File: src/rtl/hazard_sb_pkg.sv
// Shared encodings for the hazard unit: writeback-select codes and operand
// forwarding selects for the E-stage muxes.
package hazard_sb_pkg;

  localparam logic [1:0] WB_SEL_ALU = 2'd0;
  localparam logic [1:0] WB_SEL_LSU = 2'd1;
  localparam logic [1:0] WB_SEL_PC4 = 2'd2;
  localparam logic [1:0] WB_SEL_MDU = 2'd3;

  localparam logic [1:0] FWD_RF = 2'd0;
  localparam logic [1:0] FWD_M  = 2'd1;
  localparam logic [1:0] FWD_W  = 2'd2;

endpackage

File: src/rtl/hazard_scoreboard.sv
// Per-register pending bits for the multi-cycle unit, the busy flag, and a
// three-port pending lookup that treats a same-cycle writeback as released.
module hazard_scoreboard #(
  parameter int NREG = 32,
  parameter int AW   = $clog2(NREG)
) (
  input  logic          clk,
  input  logic          rst,
  input  logic          issue_i,
  input  logic [AW-1:0] issue_addr_i,
  input  logic          clr_i,
  input  logic [AW-1:0] clr_addr_i,
  input  logic [AW-1:0] qa_addr_i,
  input  logic [AW-1:0] qb_addr_i,
  input  logic [AW-1:0] qc_addr_i,
  output logic          qa_pend_o,
  output logic          qb_pend_o,
  output logic          qc_pend_o,
  output logic          busy_o
);

  logic [NREG-1:0] sb_q, sb_d;
  logic            busy_q, busy_d;

  // Set is applied after clear so a same-cycle set to the same index wins.
  always_comb begin
    sb_d   = sb_q;
    busy_d = busy_q;
    if (clr_i) begin
      sb_d[clr_addr_i] = 1'b0;
      busy_d           = 1'b0;
    end
    if (issue_i) begin
      sb_d[issue_addr_i] = 1'b1;
      busy_d             = 1'b1;
    end
    sb_d[0] = 1'b0;
  end

  always_ff @(posedge clk) begin
    if (rst) begin
      sb_q   <= '0;
      busy_q <= 1'b0;
    end else begin
      sb_q   <= sb_d;
      busy_q <= busy_d;
    end
  end

  // Register file is write-through, so the writeback cycle itself is clean.
  assign qa_pend_o = sb_q[qa_addr_i] & ~(clr_i & (clr_addr_i == qa_addr_i));
  assign qb_pend_o = sb_q[qb_addr_i] & ~(clr_i & (clr_addr_i == qb_addr_i));
  assign qc_pend_o = sb_q[qc_addr_i] & ~(clr_i & (clr_addr_i == qc_addr_i));
  assign busy_o    = busy_q;

endmodule

File: src/rtl/hazard_sb.sv
// Hazard unit for the five-stage core: operand forwarding, load-use and MDU
// scoreboard stalls, memory-wait freeze, branch flush and a stall counter.
module hazard_sb
  import hazard_sb_pkg::*;
#(
  parameter int NREG  = 32,
  parameter int AW    = $clog2(NREG),
  parameter int CNT_W = 32
) (
  input  logic             clk,
  input  logic             rst,
  input  logic [AW-1:0]    rs1_addrD,
  input  logic [AW-1:0]    rs2_addrD,
  input  logic             rs1_useD,
  input  logic             rs2_useD,
  input  logic [AW-1:0]    rd_addrD,
  input  logic             rd_wr_enD,
  input  logic             mc_opD,
  input  logic [AW-1:0]    rs1_addrE,
  input  logic [AW-1:0]    rs2_addrE,
  input  logic [AW-1:0]    rd_addrE,
  input  logic             rd_wr_enE,
  input  logic             mc_opE,
  input  logic [1:0]       wb_selE,
  input  logic             br_selE,
  input  logic [AW-1:0]    rd_addrM,
  input  logic [AW-1:0]    rd_addrW,
  input  logic             rd_wr_enM,
  input  logic             rd_wr_enW,
  input  logic             mc_wb_en,
  input  logic [AW-1:0]    mc_wb_addr,
  input  logic             lsu_waitM,
  output logic             stallF,
  output logic             stallD,
  output logic             stallE,
  output logic             stallM,
  output logic             flushD,
  output logic             flushE,
  output logic [1:0]       fwa_sel,
  output logic [1:0]       fwb_sel,
  output logic             mdu_busy,
  output logic [CNT_W-1:0] stall_cnt
);

  logic             issue;
  logic             pend_rs1, pend_rs2, pend_rd;
  logic             lw_haz, sb_haz, mdu_haz, dhaz;
  logic [CNT_W-1:0] stall_cnt_q, stall_cnt_d;

  // E only stalls on a memory wait, so that is the sole issue blocker.
  assign issue = mc_opE & rd_wr_enE & ~lsu_waitM & (rd_addrE != '0);

  hazard_scoreboard #(.NREG(NREG), .AW(AW)) u_sb (
    .clk          (clk),
    .rst          (rst),
    .issue_i      (issue),
    .issue_addr_i (rd_addrE),
    .clr_i        (mc_wb_en),
    .clr_addr_i   (mc_wb_addr),
    .qa_addr_i    (rs1_addrD),
    .qb_addr_i    (rs2_addrD),
    .qc_addr_i    (rd_addrD),
    .qa_pend_o    (pend_rs1),
    .qb_pend_o    (pend_rs2),
    .qc_pend_o    (pend_rd),
    .busy_o       (mdu_busy)
  );

  assign fwa_sel = (rs1_addrE == '0)                      ? FWD_RF :
                   (rd_wr_enM && rs1_addrE == rd_addrM)   ? FWD_M  :
                   (rd_wr_enW && rs1_addrE == rd_addrW)   ? FWD_W  : FWD_RF;
  assign fwb_sel = (rs2_addrE == '0)                      ? FWD_RF :
                   (rd_wr_enM && rs2_addrE == rd_addrM)   ? FWD_M  :
                   (rd_wr_enW && rs2_addrE == rd_addrW)   ? FWD_W  : FWD_RF;

  assign lw_haz  = (wb_selE == WB_SEL_LSU) & rd_wr_enE & (rd_addrE != '0) &
                   ((rs1_useD & (rs1_addrD == rd_addrE)) |
                    (rs2_useD & (rs2_addrD == rd_addrE)));
  assign sb_haz  = (pend_rs1 & rs1_useD) | (pend_rs2 & rs2_useD) | (pend_rd & rd_wr_enD);
  assign mdu_haz = mc_opD & (mdu_busy | issue) & ~mc_wb_en;
  assign dhaz    = lw_haz | sb_haz | mdu_haz;

  always_comb begin
    stallF = 1'b0;
    stallD = 1'b0;
    stallE = 1'b0;
    stallM = 1'b0;
    flushD = 1'b0;
    flushE = 1'b0;
    if (lsu_waitM) begin
      stallF = 1'b1;
      stallD = 1'b1;
      stallE = 1'b1;
      stallM = 1'b1;
    end else if (br_selE) begin
      flushD = 1'b1;
      flushE = 1'b1;
    end else if (dhaz) begin
      stallF = 1'b1;
      stallD = 1'b1;
      flushE = 1'b1;
    end
  end

  always_comb begin
    stall_cnt_d = stall_cnt_q;
    if (stallD && (stall_cnt_q != '1)) stall_cnt_d = stall_cnt_q + CNT_W'(1);
  end

  always_ff @(posedge clk) begin
    if (rst) stall_cnt_q <= '0;
    else     stall_cnt_q <= stall_cnt_d;
  end

  assign stall_cnt = stall_cnt_q;

endmodule

File: config.mk
export PLATFORM = sky130hd
export DESIGN_NAME = hazard_sb
export DESIGN_NICKNAME = d
export VERILOG_FILES = /design/src/rtl/hazard_sb_pkg.sv /design/src/rtl/hazard_scoreboard.sv /design/src/rtl/hazard_sb.sv
export SDC_FILE = /design/constraint.sdc
export NUM_CORES = 1
export LEC_CHECK = 0
export BUFFER_PORTS_ARGS = -buffer_cell sky130_fd_sc_hd__buf_2
export CAP_MARGIN = 25
export CORE_ASPECT_RATIO = 0.9
export CORE_MARGIN = 1
export CORE_UTILIZATION = 50
export CTS_CLUSTER_SIZE = 20
export DETAILED_ROUTE_END_ITERATION = 16
export GPL_ROUTABILITY_DRIVEN = 0
export MAX_ROUTING_LAYER = met4
export PLACE_DENSITY_LB_ADDON = 0.1
export SYNTH_ARGS = -nofsm -noshare
export SYNTH_HDL_FRONTEND = slang
export SYNTH_SLANG_ARGS = --single-unit
File: constraint.sdc
create_clock -name clk -period 3.35 [get_ports clk]
set_input_delay 0.67 -clock clk [delete_from_list [all_inputs] [get_ports clk]]
set_output_delay 0.67 -clock clk [all_outputs]
set_load 0.02 [all_outputs]
# Word level (Yosys, flattened, before mapping)
# Cells that the tools add are included.
# op_classes
n_addsub,1
n_bitwise,33
muxes,28
reduce_logical,11
magnitude_cmp,7
eq_ne,11
# op_table
op,count
$mux 32,2
$eq 5x5->1,9
$add 32x1->32 const B,1
$and 32x32->32,1
$ne 32x32->1 const B,1
$not 32->32,1
$or 32x32->32,1
$lt 5x6->1 const B,5
$and 1x1->1,19
$bmux 1 s5,3
$mux 1,15
$mux 2,6
$demux 1 s5,2
$ge 5x1->1 const B,2
$logic_not 5->1,2
$logic_and 1x1->1,7
$or 1x1->1,6
$not 1->1,5
$reduce_bool 5->1,1
$eq 2x1->1 const B,1
$reduce_bool 2->1,1
# totals
register_bits,65
in_bits,60
out_inout_bits,43
word_cells,95

# Logic depth before layout (Yosys ltp)
# depth
ltp_word,13
mapped_depth,11
mapped_depth_nobuf,8

# Modules after synthesis
# From an unflattened synthesis, not the netlist that was laid out.
# unflattened
hier_cells,550
area_unflattened_um2,4702.0
# by_module_without_submodules
mod,cells_per_inst,seq_area_each_um2,instances,area_each_um2
hazard_sb,283,640.6,1,2351.0
hazard_scoreboard,267,640.6,1,2351.0

# Least setup slack after synthesis
# No wires, ideal clock.
# synth_timing
path_kind,input to output
from,in rs2_addrD[1]
to,out stallF
path_slack_ns,-0.076
t_arrival_ns,2.756
stages,8
path_buffers,2
required_ns,2.680
cell_sequence,buf_4 -> mux4_2 -> mux4_2 -> nand2b_1 -> o311ai_2 -> a41oi_2 -> or2_2 -> buf_4
# synth_via
elab_chain_len,12
word_cells_on_any_way,18
classes_between,eq/ne: 2; mux: 5; bitwise: 11
# synth_lines
item,line,rtl
"start, declared",hazard_sb.sv:13,"input logic [AW-1:0] rs2_addrD,"
"parallel branches: the longest is 7 deep, another holds $bmux 1 s5",n/a,
$or 1x1->1 * (2 in series),hazard_sb.sv:81,assign dhaz = lw_haz | sb_haz | mdu_haz;
$mux 1 * (3 in series),n/a,
"end, declared",hazard_sb.sv:33,"output logic stallF,"
# Every way passes the cells marked *. The select of a mux whose other input is x is not followed.

# Final worst setup path
# layout_timing
from,in rd_addrD[1]
to,out stallD
# layout_via
elab_chain_len,11
word_cells_on_any_way,13
classes_between,eq/ne: 1; mux: 5; bitwise: 7
# layout_lines
item,line,rtl
"start, declared",hazard_sb.sv:16,"input logic [AW-1:0] rd_addrD,"
"parallel branches: the longest is 3 deep, another holds $bmux 1 s5",n/a,
$and 1x1->1 *,hazard_scoreboard.sv:53,assign qc_pend_o = sb_q[qc_addr_i] & ~(clr_i & (clr_addr_i == qc_addr_i));
$and 1x1->1 *,hazard_sb.sv:79,assign sb_haz = (pend_rs1 & rs1_useD) | (pend_rs2 & rs2_useD) | (pend_rd & rd_wr_enD);
$or 1x1->1 *,hazard_sb.sv:79,
$or 1x1->1 * (2 in series),hazard_sb.sv:81,
$mux 1 *,hazard_sb.sv:98,end else if (dhaz) begin
$mux 1 *,hazard_sb.sv:95,end else if (br_selE) begin
$mux 1 *,hazard_sb.sv:90,if (lsu_waitM) begin
"end, declared",hazard_sb.sv:34,"output logic stallD,"
# Marks and branches as above.

==> impl_metrics.tcl <==
set metrics [dict create \
    p_leak_nw 2.054 \
    port_buffers 102 \
    firstDrtPassIters 5 \
    r2r_slack_ns 0.49 \
    crit_required_ns 2.68 \
    syn-cell-area_sq_um 4464 \
    grt_pass1_vias 4275 \
    synthArstFlopShare_pct 0 \
    power_density_nw_per_um2 323.0 \
    min_period_over_period_pct 98.65 \
    cts_made_buffers 9 \
    start_kind "primary input" \
    synth_cells 532 \
    h-tree-depth 3 \
    worst_path_largest_cell_delay_ns 0.50 \
    setup_ws_ns 0.04506 \
    drt_iter0_drc 249 \
    synth_top_family_by_area "simple AND/OR/NAND/NOR gates" \
    fp.dieW_microns 101.6 \
    min_to "stall_cnt[18]" \
    cp-end-kind "primary output" \
    synth_area_leaders "dfxtp_1, mux4_2, a21oi_1" \
    clock-root-buffer "clkbuf_8" \
    drv_slew 0 \
    wl_per_cell_microns 16.78 \
    final_layout_size_suffix_gt1_share_pct 29.13 \
    run_status "complete, no violations" \
    fin_skew_ns 0.01216 \
    areaGrowthSynthToFinish_pct 22.06 \
    gr-total-overflow 0 \
    synthXorXnorAreaFrac_pct 8.828 \
    dpl_worst_slack_ns -0.06754 \
    synthAdderAreaFrac_pct 0.2803 \
    initial_utilization_pct 51.86 \
    p_total_mw 1.760 \
    crit_chain "buf_4, mux4_2, mux2_2, or3_1, nand4_1, a41oi_2, or2_4, buf_6" \
    ant_nets 0 \
    cts_sinks 64 \
    muxShareOfSynthArea_pct 13.96 \
    synth-compound-area-share_pct 17.91 \
    yosysSeqAreaShare_pct 28.70 \
    hold_violations 0 \
    yosysWarnings 0 \
    synth_edf_count 0 \
    crit_arrival_ns 2.63 \
    ys_seq_elements 64 \
    core_area_sq_um 8608 \
    antenna_cells 0 \
    synth-simple-area-share_pct 25.08 \
    cts_tree "done" \
    hp-start "stall_cnt[18]" \
    via_per_inst 5.993 \
    dpl-instance-area_sq_um 5176 \
    insertion_delay_ns 0.34 \
    synthFlopType "dfxtp_1" \
    cp_slowest_cell "mux4_2" \
    grt_max_degree 50 \
    slew_headroom_pct 37.40 \
    synth_nets 593 \
    max_freq_ghz 0.3026 \
    hold_depth 2 \
    hpwlAfterDp_mm 9.367 \
    critical_path.max_fanout 3 \
    drcViolationCount 0 \
    final_area_sq_um 5449 \
    setup_violations 0 \
    antenna_found_initial 0 \
    die-area_sq_um 9311 \
    syn_avg_cell_area_sq_um 8.392 \
    cts_max_path_buffers 2 \
    holdBufCountCts 0 \
    grt_pass1_wl_mm 20.61 \
    ir_worst_vdd_v 0.0003086 \
    worstMarginPinSlew_ns 0.9318 \
    fin_nets 698 \
    wirelength_mm 12.77 \
    boundaryPins 103 \
    grt_use_total_pct 29.22 \
    yosysTopAreaCellShare_pct 28.70 \
    rows 32 \
    synth.largest_area_cell "dfxtp_1" \
    rr_startpoint "u_sb.sb_q[7]" \
    r2r_cells 11 \
    hold_path_class "reg2reg" \
    rsz0062_at_grt "true" \
    die_y_microns 91.64 \
    maxCapViolCount 0 \
    clk_pin_slew_ns 0.08 \
    num_vias 4561 \
    r2r-end "stall_cnt[20]" \
    layoutNonFillerInstCount 761 \
    period_needed_ns 3.305 \
    ys_types 50 \
    dp_cells 744 \
    crit_type "in2out" \
]
[through the flow]
step	util (%)	TNS, ns	hold WS (ns)
final	63.30	0	0.4950
after global routing	63.30	-0.07069	0.5273
after floorplan	-	0	0.4696
after global placement	60.13	-0.1337	0.4770
after CTS	62.50	0	0.4991
after detailed placement	60.13	-0.2610	0.4871
[state kept, by name, summed over array words and instances, names as in the netlist]
| signal | count |
|---|---|
| u_sb.busy_o | 1 |
| stall_cnt | 32 |
| u_sb.sb_q | 31 |
[cell usage after synthesis, drive strengths merged (2+ instances only)]
master  instances
a211oi          2
a21oi          56
a221oi          3
a22oi           2
a31oi           2
and3            7
and3b           3
and4            4
buf            20
clkbuf         17
dfxtp          64
inv            10
mux2            8
mux2i           6
mux4           21
nand2          57
nand3          20
nand3b          8
nand4          13
nor2           21
nor2b          15
nor3            5
nor3b           5
nor4            6
o21ai          44
o311ai          2
o31ai          15
o32ai           2
or2             2
or3            16
or3b            3
or4            18
xnor2          25
xor2           20
[logic make-up (layout without fill, tap and decap cells)]
logic type / count (synthesis) / after routing
simple gates: 205 / 205
mux: 35 / 35
xor+xnor: 45 / 45
compound gates: 135 / 135
buf+inv: 47 / 157
fa+ha+maj: 1 / 1
flops: 64 / 64
[layer usage]
metal	global-route usage, %	vias up	share of wire [%]
met5	-	-	0
met4	8.816	0	1.4
met3	4.878	14	9.1
met2	44.54	237	45
met1	39.67	2125	45
li1	-	2185	-
[cell type report]
| type | instances | area (sq um) |
|---|---|---|
| sequential | 64 | 1281 |
| inverter | 10 | 37.54 |
| fill | 770 | 3159 |
| clock inverter | 7 | 71.32 |
| timing repair buffer | 131 | 792.0 |
| multi-input combinational | 421 | 2994 |
| clock buffer | 9 | 123.9 |
| tap | 119 | 148.9 |
[placed cells by master (no fill, tap or decap), types with 3 or more instances in the layout]
master      count
and3_1          7
or3b_2          3
clkinvlp_4      3
nand3_1        20
or4_1          18
o31ai_1        15
nor2b_1        15
buf_12          3
dfxtp_1        64
nand2_1        57
clkbuf_8        9
nand3b_1        8
buf_2          96
and4_1          4
mux2_2          6
xor2_1         20
buf_6           3
nor3_1          5
buf_4          29
nor4_1          6
nand4_1        13
o21ai_0        44
or3_1          16
nor2_1         20
inv_1          10
xnor2_1        25
mux2i_1         6
nor3b_1         5
a21oi_1        56
and3b_1         3
mux4_2         21
[worst max-delay path by stage]
stage	start	endpoint	slack [ns]	depth (start not counted)
after floorplan	rs2_addrD[1]	stallF	0.009	8
after global placement	rs1_addrD[1]	stallD	-0.04	8
after detailed placement	rs2_addrD[1]	flushE	-0.07	9
after CTS	rd_addrD[1]	stallD	0.004	8
after global routing	rs1_addrD[1]	stallD	-0.04	8
final	rd_addrD[1]	stallD	0.05	8
[worst max-delay path: cells and delay by family]
kind | cells | cell delay, ns
AO/OA/AOI/OAI | 1 | 0.16
buffers and inverters | 2 | 0.24
multiplexers | 2 | 0.79
AND/OR/NAND/NOR | 3 | 0.77
[power by group]
| group | leakage [nW] | internal [mW] | total [mW] | switching, mW |
|---|---|---|---|---|
| registers | 0.516 | 0.766 | 0.775 | 0.00868 |
| logic | 1.45 | 0.142 | 0.321 | 0.178 |
| clock network | 0.0916 | 0.343 | 0.664 | 0.321 |
| total | 2.05 | 1.25 | 1.76 | 0.508 |
[timing repair]
item                       CTS  global route
setup endpoints to repair    3             3
buffers inserted             0             1
gates resized for setup      3            15
pin swaps                    0             6
(Power assumes the default switching activity.)
